**src/rtl/ddr_a2m_burst_split.sv**
```systemverilog
// ddr_a2m_burst_split
//   Takes one AXI address-channel command at a time, computes its byte total
//   (reduced by the unaligned start offset), and emits it as a series of
//   chunk-aligned MBA commands over a valid/ready handshake.
//
// Optional feature macro: DDR_A2M_SPLIT_WRAP_EN
//   defined   : WRAP bursts are split inside their wrap window
//   undefined : WRAP bursts pulse ERR and are split as INCR
//
// Ports
//   ACLK, ARST                 clock, asynchronous active-high reset
//   AXVALID/AXREADY            command handshake (ready only in IDLE)
//   AXADDR/AXLEN/AXSIZE/AXBURST/AXID  AXI command fields
//   CMD_VALID/CMD_READY        chunk handshake
//   CMD_ADDR/CMD_BYTES/CMD_ID  chunk address, byte count (1..2^CHUNK_LOG2), id
//   CMD_FIRST/CMD_LAST         first / last chunk markers
//   TOTAL                      byte total of the most recently accepted burst
//   ERR                        one-cycle pulse for an illegal command
module ddr_a2m_burst_split #(
  parameter int ADDR_W          = 32,
  parameter int ID_W            = 4,
  parameter int DATA_BYTES_LOG2 = 4,
  parameter int CHUNK_LOG2      = 6,
  parameter int TOTAL_W         = 9 + DATA_BYTES_LOG2
) (
  input  logic                  ACLK,
  input  logic                  ARST,
  input  logic                  AXVALID,
  output logic                  AXREADY,
  input  logic [ADDR_W-1:0]     AXADDR,
  input  logic [7:0]            AXLEN,
  input  logic [2:0]            AXSIZE,
  input  logic [1:0]            AXBURST,
  input  logic [ID_W-1:0]       AXID,
  output logic                  CMD_VALID,
  input  logic                  CMD_READY,
  output logic [ADDR_W-1:0]     CMD_ADDR,
  output logic [CHUNK_LOG2:0]   CMD_BYTES,
  output logic [ID_W-1:0]       CMD_ID,
  output logic                  CMD_FIRST,
  output logic                  CMD_LAST,
  output logic [TOTAL_W-1:0]    TOTAL,
  output logic                  ERR
);

  localparam int CB_W = CHUNK_LOG2 + 1;
  // working width for chunk arithmetic: holds both a byte total and a full chunk
  localparam int WW = ((TOTAL_W > CB_W) ? TOTAL_W : CB_W) + 1;

  typedef enum logic {ST_IDLE, ST_SPLIT} state_t;
  typedef enum logic [1:0] {M_INCR, M_FIXED, M_WRAP} mode_t;

  state_t               state_q, nxt_state;
  mode_t                mode_q, nxt_mode, acc_mode;
  logic [2:0]           size_q, nxt_size;
  logic [TOTAL_W-1:0]   rem_q, nxt_rem;
  logic [ADDR_W-1:0]    addr_q, nxt_addr;
  logic [CB_W-1:0]      bytes_q, nxt_bytes;
  logic [ID_W-1:0]      id_q, nxt_id;
  logic                 first_q, nxt_first;
  logic                 last_q, nxt_last;
  logic                 valid_q, nxt_valid;
  logic [TOTAL_W-1:0]   total_q, nxt_total;
  logic                 err_q, nxt_err;

  logic [ADDR_W-1:0]    acc_off;
  logic [TOTAL_W-1:0]   acc_total;
  logic                 size_bad, is_wrap, acc_fatal, acc_warn;
  logic [WW-1:0]        acc_wdist, adv_wdist;
  logic [CB_W-1:0]      acc_bytes, adv_bytes;
  logic [ADDR_W-1:0]    adv_addr;
  logic [TOTAL_W-1:0]   adv_rem;

  // Chunk length: FIXED takes the partial first beat then whole beats;
  // INCR/WRAP stop at the chunk boundary, the remaining total and the wrap
  // upper bound (wdist is all-ones when no wrap limit applies).
  function automatic logic [CB_W-1:0] chunk_len(
    input logic [CHUNK_LOG2-1:0] a_lo,
    input logic [TOTAL_W-1:0]    rem,
    input mode_t                 m,
    input logic [2:0]            sz,
    input logic [WW-1:0]         wdist
  );
    logic [WW-1:0] r, pw, part, lim;
    r    = WW'(rem);
    pw   = WW'(1) << sz;
    part = r & (pw - WW'(1));
    if (m == M_FIXED) begin
      lim = (part == '0) ? pw : part;
    end else begin
      lim = (WW'(1) << CHUNK_LOG2) - WW'(a_lo);
      if (r < lim)     lim = r;
      if (wdist < lim) lim = wdist;
    end
    return CB_W'(lim);
  endfunction

  assign acc_off   = AXADDR & ((ADDR_W'(1) << AXSIZE) - ADDR_W'(1));
  assign acc_total = ((TOTAL_W'(AXLEN) + TOTAL_W'(1)) << AXSIZE) - TOTAL_W'(acc_off);
  assign size_bad  = 32'(AXSIZE) > DATA_BYTES_LOG2;
  assign is_wrap   = (AXBURST == 2'b10);

`ifdef DDR_A2M_SPLIT_WRAP_EN
  logic [ADDR_W-1:0] wrap_base_q, wrap_hi_q, nxt_wrap_base, nxt_wrap_hi;
  logic [ADDR_W-1:0] acc_base, acc_hi, adv_seq;
  logic              wrap_bad;

  assign wrap_bad  = is_wrap && (!(AXLEN inside {8'd1, 8'd3, 8'd7, 8'd15}) || (acc_off != '0));
  assign acc_fatal = size_bad || wrap_bad;
  assign acc_warn  = 1'b0;
  assign acc_mode  = is_wrap ? M_WRAP : ((AXBURST == 2'b00) ? M_FIXED : M_INCR);
  // legal wrap totals are powers of two, so the window base is an alignment mask
  assign acc_base  = AXADDR & ~(ADDR_W'(acc_total) - ADDR_W'(1));
  assign acc_hi    = acc_base + ADDR_W'(acc_total);
  assign acc_wdist = is_wrap ? WW'(acc_hi - AXADDR) : '1;

  assign adv_seq   = (mode_q == M_FIXED) ? addr_q : addr_q + ADDR_W'(bytes_q);
  assign adv_addr  = ((mode_q == M_WRAP) && (adv_seq == wrap_hi_q)) ? wrap_base_q : adv_seq;
  assign adv_wdist = (mode_q == M_WRAP) ? WW'(wrap_hi_q - adv_addr) : '1;
`else
  assign acc_fatal = size_bad;
  assign acc_warn  = is_wrap;
  assign acc_mode  = (AXBURST == 2'b00) ? M_FIXED : M_INCR;
  assign acc_wdist = '1;
  assign adv_addr  = (mode_q == M_FIXED) ? addr_q : addr_q + ADDR_W'(bytes_q);
  assign adv_wdist = '1;
`endif

  assign adv_rem   = rem_q - TOTAL_W'(bytes_q);
  assign acc_bytes = chunk_len(AXADDR[CHUNK_LOG2-1:0], acc_total, acc_mode, AXSIZE, acc_wdist);
  assign adv_bytes = chunk_len(adv_addr[CHUNK_LOG2-1:0], adv_rem, mode_q, size_q, adv_wdist);

  always_comb begin
    nxt_state = state_q;
    nxt_mode  = mode_q;
    nxt_size  = size_q;
    nxt_rem   = rem_q;
    nxt_addr  = addr_q;
    nxt_bytes = bytes_q;
    nxt_id    = id_q;
    nxt_first = first_q;
    nxt_last  = last_q;
    nxt_valid = valid_q;
    nxt_total = total_q;
    nxt_err   = 1'b0;
`ifdef DDR_A2M_SPLIT_WRAP_EN
    nxt_wrap_base = wrap_base_q;
    nxt_wrap_hi   = wrap_hi_q;
`endif
    case (state_q)
      ST_IDLE: begin
        if (AXVALID) begin
          nxt_total = acc_total;
          nxt_id    = AXID;
          nxt_addr  = AXADDR;
          nxt_mode  = acc_mode;
          nxt_size  = AXSIZE;
          nxt_rem   = acc_total;
          nxt_err   = acc_fatal || acc_warn;
`ifdef DDR_A2M_SPLIT_WRAP_EN
          nxt_wrap_base = acc_base;
          nxt_wrap_hi   = acc_hi;
`endif
          if (!acc_fatal) begin
            nxt_state = ST_SPLIT;
            nxt_valid = 1'b1;
            nxt_first = 1'b1;
            nxt_bytes = acc_bytes;
            nxt_last  = (TOTAL_W'(acc_bytes) == acc_total);
          end
        end
      end
      ST_SPLIT: begin
        if (CMD_READY) begin
          if (last_q) begin
            nxt_state = ST_IDLE;
            nxt_valid = 1'b0;
            nxt_first = 1'b0;
            nxt_last  = 1'b0;
          end else begin
            nxt_addr  = adv_addr;
            nxt_rem   = adv_rem;
            nxt_bytes = adv_bytes;
            nxt_first = 1'b0;
            nxt_last  = (TOTAL_W'(adv_bytes) == adv_rem);
          end
        end
      end
      default: nxt_state = ST_IDLE;
    endcase
  end

  always_ff @(posedge ACLK or posedge ARST) begin
    if (ARST) begin
      state_q <= ST_IDLE;
      mode_q  <= M_INCR;
      size_q  <= '0;
      rem_q   <= '0;
      addr_q  <= '0;
      bytes_q <= '0;
      id_q    <= '0;
      first_q <= 1'b0;
      last_q  <= 1'b0;
      valid_q <= 1'b0;
      total_q <= '0;
      err_q   <= 1'b0;
`ifdef DDR_A2M_SPLIT_WRAP_EN
      wrap_base_q <= '0;
      wrap_hi_q   <= '0;
`endif
    end else begin
      state_q <= nxt_state;
      mode_q  <= nxt_mode;
      size_q  <= nxt_size;
      rem_q   <= nxt_rem;
      addr_q  <= nxt_addr;
      bytes_q <= nxt_bytes;
      id_q    <= nxt_id;
      first_q <= nxt_first;
      last_q  <= nxt_last;
      valid_q <= nxt_valid;
      total_q <= nxt_total;
      err_q   <= nxt_err;
`ifdef DDR_A2M_SPLIT_WRAP_EN
      wrap_base_q <= nxt_wrap_base;
      wrap_hi_q   <= nxt_wrap_hi;
`endif
    end
  end

  assign AXREADY   = (state_q == ST_IDLE) && !ARST;
  assign CMD_VALID = valid_q;
  assign CMD_ADDR  = addr_q;
  assign CMD_BYTES = bytes_q;
  assign CMD_ID    = id_q;
  assign CMD_FIRST = first_q;
  assign CMD_LAST  = last_q;
  assign TOTAL     = total_q;
  assign ERR       = err_q;

endmodule

```
**config.mk**
```make
export PLATFORM = sky130hd
export DESIGN_NAME = ddr_a2m_burst_split
export DESIGN_NICKNAME = d
export VERILOG_FILES = /design/src/rtl/ddr_a2m_burst_split.sv
export SDC_FILE = /design/constraint.sdc
export NUM_CORES = 1
export LEC_CHECK = 0
export BUFFER_PORTS_ARGS = -buffer_cell sky130_fd_sc_hd__buf_4
export CORE_ASPECT_RATIO = 1.75
export CORE_MARGIN = 3
export CORE_UTILIZATION = 50
export CTS_CLUSTER_SIZE = 24
export DETAILED_ROUTE_END_ITERATION = 6
export GPL_TIMING_DRIVEN = 0
export PLACE_DENSITY_LB_ADDON = 0.15
export SLEW_MARGIN = 0
export SYNTH_ARGS = -nofsm -noshare
export SYNTH_HDL_FRONTEND = slang
export SYNTH_SLANG_ARGS = --single-unit
```
**constraint.sdc**
```tcl
create_clock -name ACLK -period 5.17 [get_ports ACLK]
set_input_delay 0.2585 -clock ACLK [delete_from_list [all_inputs] [get_ports ACLK]]
set_output_delay 0.2585 -clock ACLK [all_outputs]
set_load 0.02 [all_outputs]
```
==> results by group <==
Run status
  • Status: complete, no violations

GRT
  • All-Layer GR Usage: 31.6%
  • Remaining global-route overflow: 0
  • Largest net degree at the start of global routing: 69
  • Vias in the first global route: 8219
  • Initial antenna violation count: 0
  • First-pass GRT wire length: 42.3 mm

Critical path
  • Crit Path Max Fanout: 10
  • Crit Path Class: reg -> reg
  • R2R depth: 19
  • RR Startpoint: mode_q[0]
  • Critical Path AT: 5.25 ns
  • Required time worst endpoint: 5.42 ns
  • Reg-to-reg endpoint: CMD_BYTES[3]
  • Startpoint types: flop
  • R2r setup slk: 0.17 ns
  • Worst Setup End Kind: flop

Yosys
  • Prevailing post-synth register cell: dfrtp_1
  • Synthesized cell area: 7700 um^2
  • Asr flop ratio synth: 100%
  • Synth top area share: 25.3%
  • Most common cell in the netlist: nand2_1
  • Yosys Warn Count: 0
  • Cell accounting for the most synthesized area: dfrtp_1
  • Mean post-synth cell area: 7.63 um^2
  • Yosys reg bits: 78
  • Synth top cells by count: nand2_1 (131), o21ai_0 (92), nor2_1 (86), a21oi_1 (81), dfrtp_1 (78)
  • Mapped Cells: 1009
  • Post-synth EDFFs: 0
  • Unique masters post-synth: 92
  • Top cells by area, synth: dfrtp_1 (25%), ha_1 (6.8%), nand2_1 (6.4%), o21ai_0 (6.0%), a21oi_1 (5.3%)
  • Register area share after synthesis: 25.3%

Die
  • IO Count: 114
  • CORE AREA: 15000 um^2
  • Starting density of the core: 51.4%
  • Die Y-Extent: 170 um
  • Core Rows: 59
  • DIE AREA: 17000 um^2
  • Die X: 99.8 um

Power and ir drop
  • Internal power: 0.00316 W
  • Seq pwr share: 17.3%
  • Switch share: 54.0%
  • Clk pwr share: 9.0%
  • Pleak: 3.94 nW
  • Max VDD drop: 354 uV
  • Pwr dens: 752 nW/um^2
  • Combinational share of power: 73.7%
  • Switching pwr: 0.00371 W

Clocking
  • H-tree Lvls: 3
  • Clock transition at path regs: 0.07 ns
  • TritonCTS Buffers: 9
  • CTS max path bufs: 2
  • Root Buffer: clkbuf_16
  • Clock sink count: 78
  • TritonCTS clock tree: yes
  • Clk_lat worst skew: 0.35 ns

Worst hold path
  • Endpoint, Worst Hold: CMD_ID[2]
  • Hold Crit Class: in -> reg
  • Hold Path Stages: 3
  • Min-delay src: AXID[2]

STA
  • Least-Margin Pin Slew: 0.964 ns
  • Setup ws final: 0.167 ns
  • Setup-failing EPs final: 0
  • Unrepaired setup endpoints after global routing: no
  • Period minus WS final: 5.00 ns
  • Clk_skew: 0.00763 ns
  • Max Slew Vio Count: 0
  • Slew HR: 35.8%
  • Final hold viol count: 0
  • Hold WS: 0.0977 ns
  • Max Clk Rate: 0.200 GHz
  • Final worst path period share: 96.8%

Routing
  • WL final: 27.1 mm
  • DR vias/cell: 6.36
  • # DRC: 0
  • First-pass DRT Iterations: 6
  • Number of nets with antenna violations after routing: 0
  • Drt wl/cell: 20.4 um
  • Initial drt markers: 774
  • Via count: 8430

Place
  • Setup WS pre-CTS: -0.802 ns
  • RePlAce Congestion: 0.998
  • Number of port buffers: 110
  • DP Wirelength: 21.1 mm

Final layout
  • Synth-to-Final Area Change: 18.6%
  • Ant diodes: 0
  • Nets: 1236
  • Layout cells sized above 1: 16.4%

Run
  • # Max-Cap Violations: 0
## cell families (layout without fill, tap and decap cells)
kind of cell,count (synthesis),after routing,share of synthesized area (%)
buffers and inverters,120,250,6.19
and+or+nand+nor,357,357,22.4
xor gates and xnor gates,28,28,3.74
adders and majority gates,45,45,7.60
other,1,5,0.0487
AOI/OAI and AO/OA,347,347,30.2
muxes,33,33,4.50
DFF,78,78,25.3
## final cells by class
| cell class | instances | area (um^2) |
|---|---|---|
| inverters | 62 | 235 |
| repair buffers | 114 | 878 |
| plain buffers | 58 | 248 |
| clock buffers | 9 | 225 |
| flip-flops and latches | 78 | 1950 |
| fillers | 1442 | 5850 |
| clock inverters | 7 | 55.1 |
| well taps | 183 | 229 |
| multi-input cells | 815 | 5310 |
## stage by stage
step | cell area, um^2 | std cells | utilization (%) | power, W | TNS (ns)
final | 9140 | 1326 | 61.0 | 0.00687 | 0
after global routing | 9140 | 1326 | 61.0 | 0.00741 | 0
after CTS | 9110 | 1326 | 60.8 | 0.00678 | 0
after detailed placement | 8800 | 1307 | 58.7 | 0.00614 | -5.71
after global placement | 8770 | 1306 | 58.5 | 0.00605 | -5.60
after floorplan | 7720 | 1013 | - | 0.00462 | 0
## worst max-delay path, stage by stage (launching register included)
cell and delay, ns:
dfrtp_1 0.40, buf_2 0.20, inv_2 0.24, buf_1 0.57
mux2i_1 0.41, ha_1 0.26, nand2_1 0.09, or3_1 0.38
nand2_1 0.11, inv_1 0.08, ha_1 0.30, a21o_1 0.18
a21o_1 0.17, a21oi_1 0.17, o31ai_2 0.15, or2_1 0.24
clkbuf_1 0.19, a211oi_1 0.43, a211oi_1 0.10, o31ai_1 0.24
## worst max-delay path by stage
stage | from | endpoint | slack (ns)
CTS | AXSIZE[0] | CMD_BYTES[5] | 0.13
global route | AXSIZE[0] | CMD_BYTES[6] | 0.02
detailed placement | AXSIZE[0] | CMD_BYTES[2] | -0.80
global placement | AXSIZE[0] | CMD_BYTES[2] | -0.79
finish | mode_q[0] | CMD_BYTES[3] | 0.17
floorplan | AXLEN[0] | CMD_BYTES[5] | 0.51
## layer usage
| layer | vias up | part of all wire [%] | wire length [um] | GRT usage (%) |
|---|---|---|---|---|
| li1 | 3982 | - | - | - |
| met1 | 3992 | 36 | 9750 | 34.7 |
| met2 | 359 | 52 | 14200 | 56.4 |
| met3 | 97 | 5.8 | 1580 | 4.43 |
| met4 | 0 | 5.8 | 1580 | 19.3 |
| met5 | - | 0 | 0 | 0 |
## power by group through the flow
stage,sequential (W),clock (W),combinational (W)
2_1_floorplan,0.00136,0,0.00325
3_3_place_gp,0.00118,0,0.00487
3_5_place_dp,0.00119,0,0.00495
4_1_cts,0.00118,0.000623,0.00497
5_1_grt,0.00122,0.000645,0.00555
6_report,0.00119,0.000618,0.00507
## what timing repair did
| item | in CTS | in global routing |
|---|---|---|
| gates cloned | 0 | 0 |
| endpoints found under the hold margin | 10 | 0 |
| buffers inserted | 2 | 0 |
| gates resized for setup | 1 | 9 |
| hold buffers | 1 | 0 |
| pin swaps | 1 | 0 |
| endpoints found under the setup margin | 8 | 8 |
## sequential cells by signal (all words and copies together), names as in the netlist
name	cells
CMD_ADDR	32
state_q	1
CMD_FIRST	1
rem_q	13
TOTAL	13
CMD_BYTES	7
CMD_ID	4
mode_q	1
CMD_VALID	1
size_q	3
CMD_LAST	1
ERR	1
## cell usage in the layout (no fill, tap or decap), drive strengths merged, types with 24 or more instances in the layout
cell type  count
nor2          86
a21oi         82
dfrtp         78
clkbuf        48
inv           64
ha            42
nand3         24
o21ai         97
nand2        131
buf          132
Note: power is estimated with default switching activity, not from simulation.
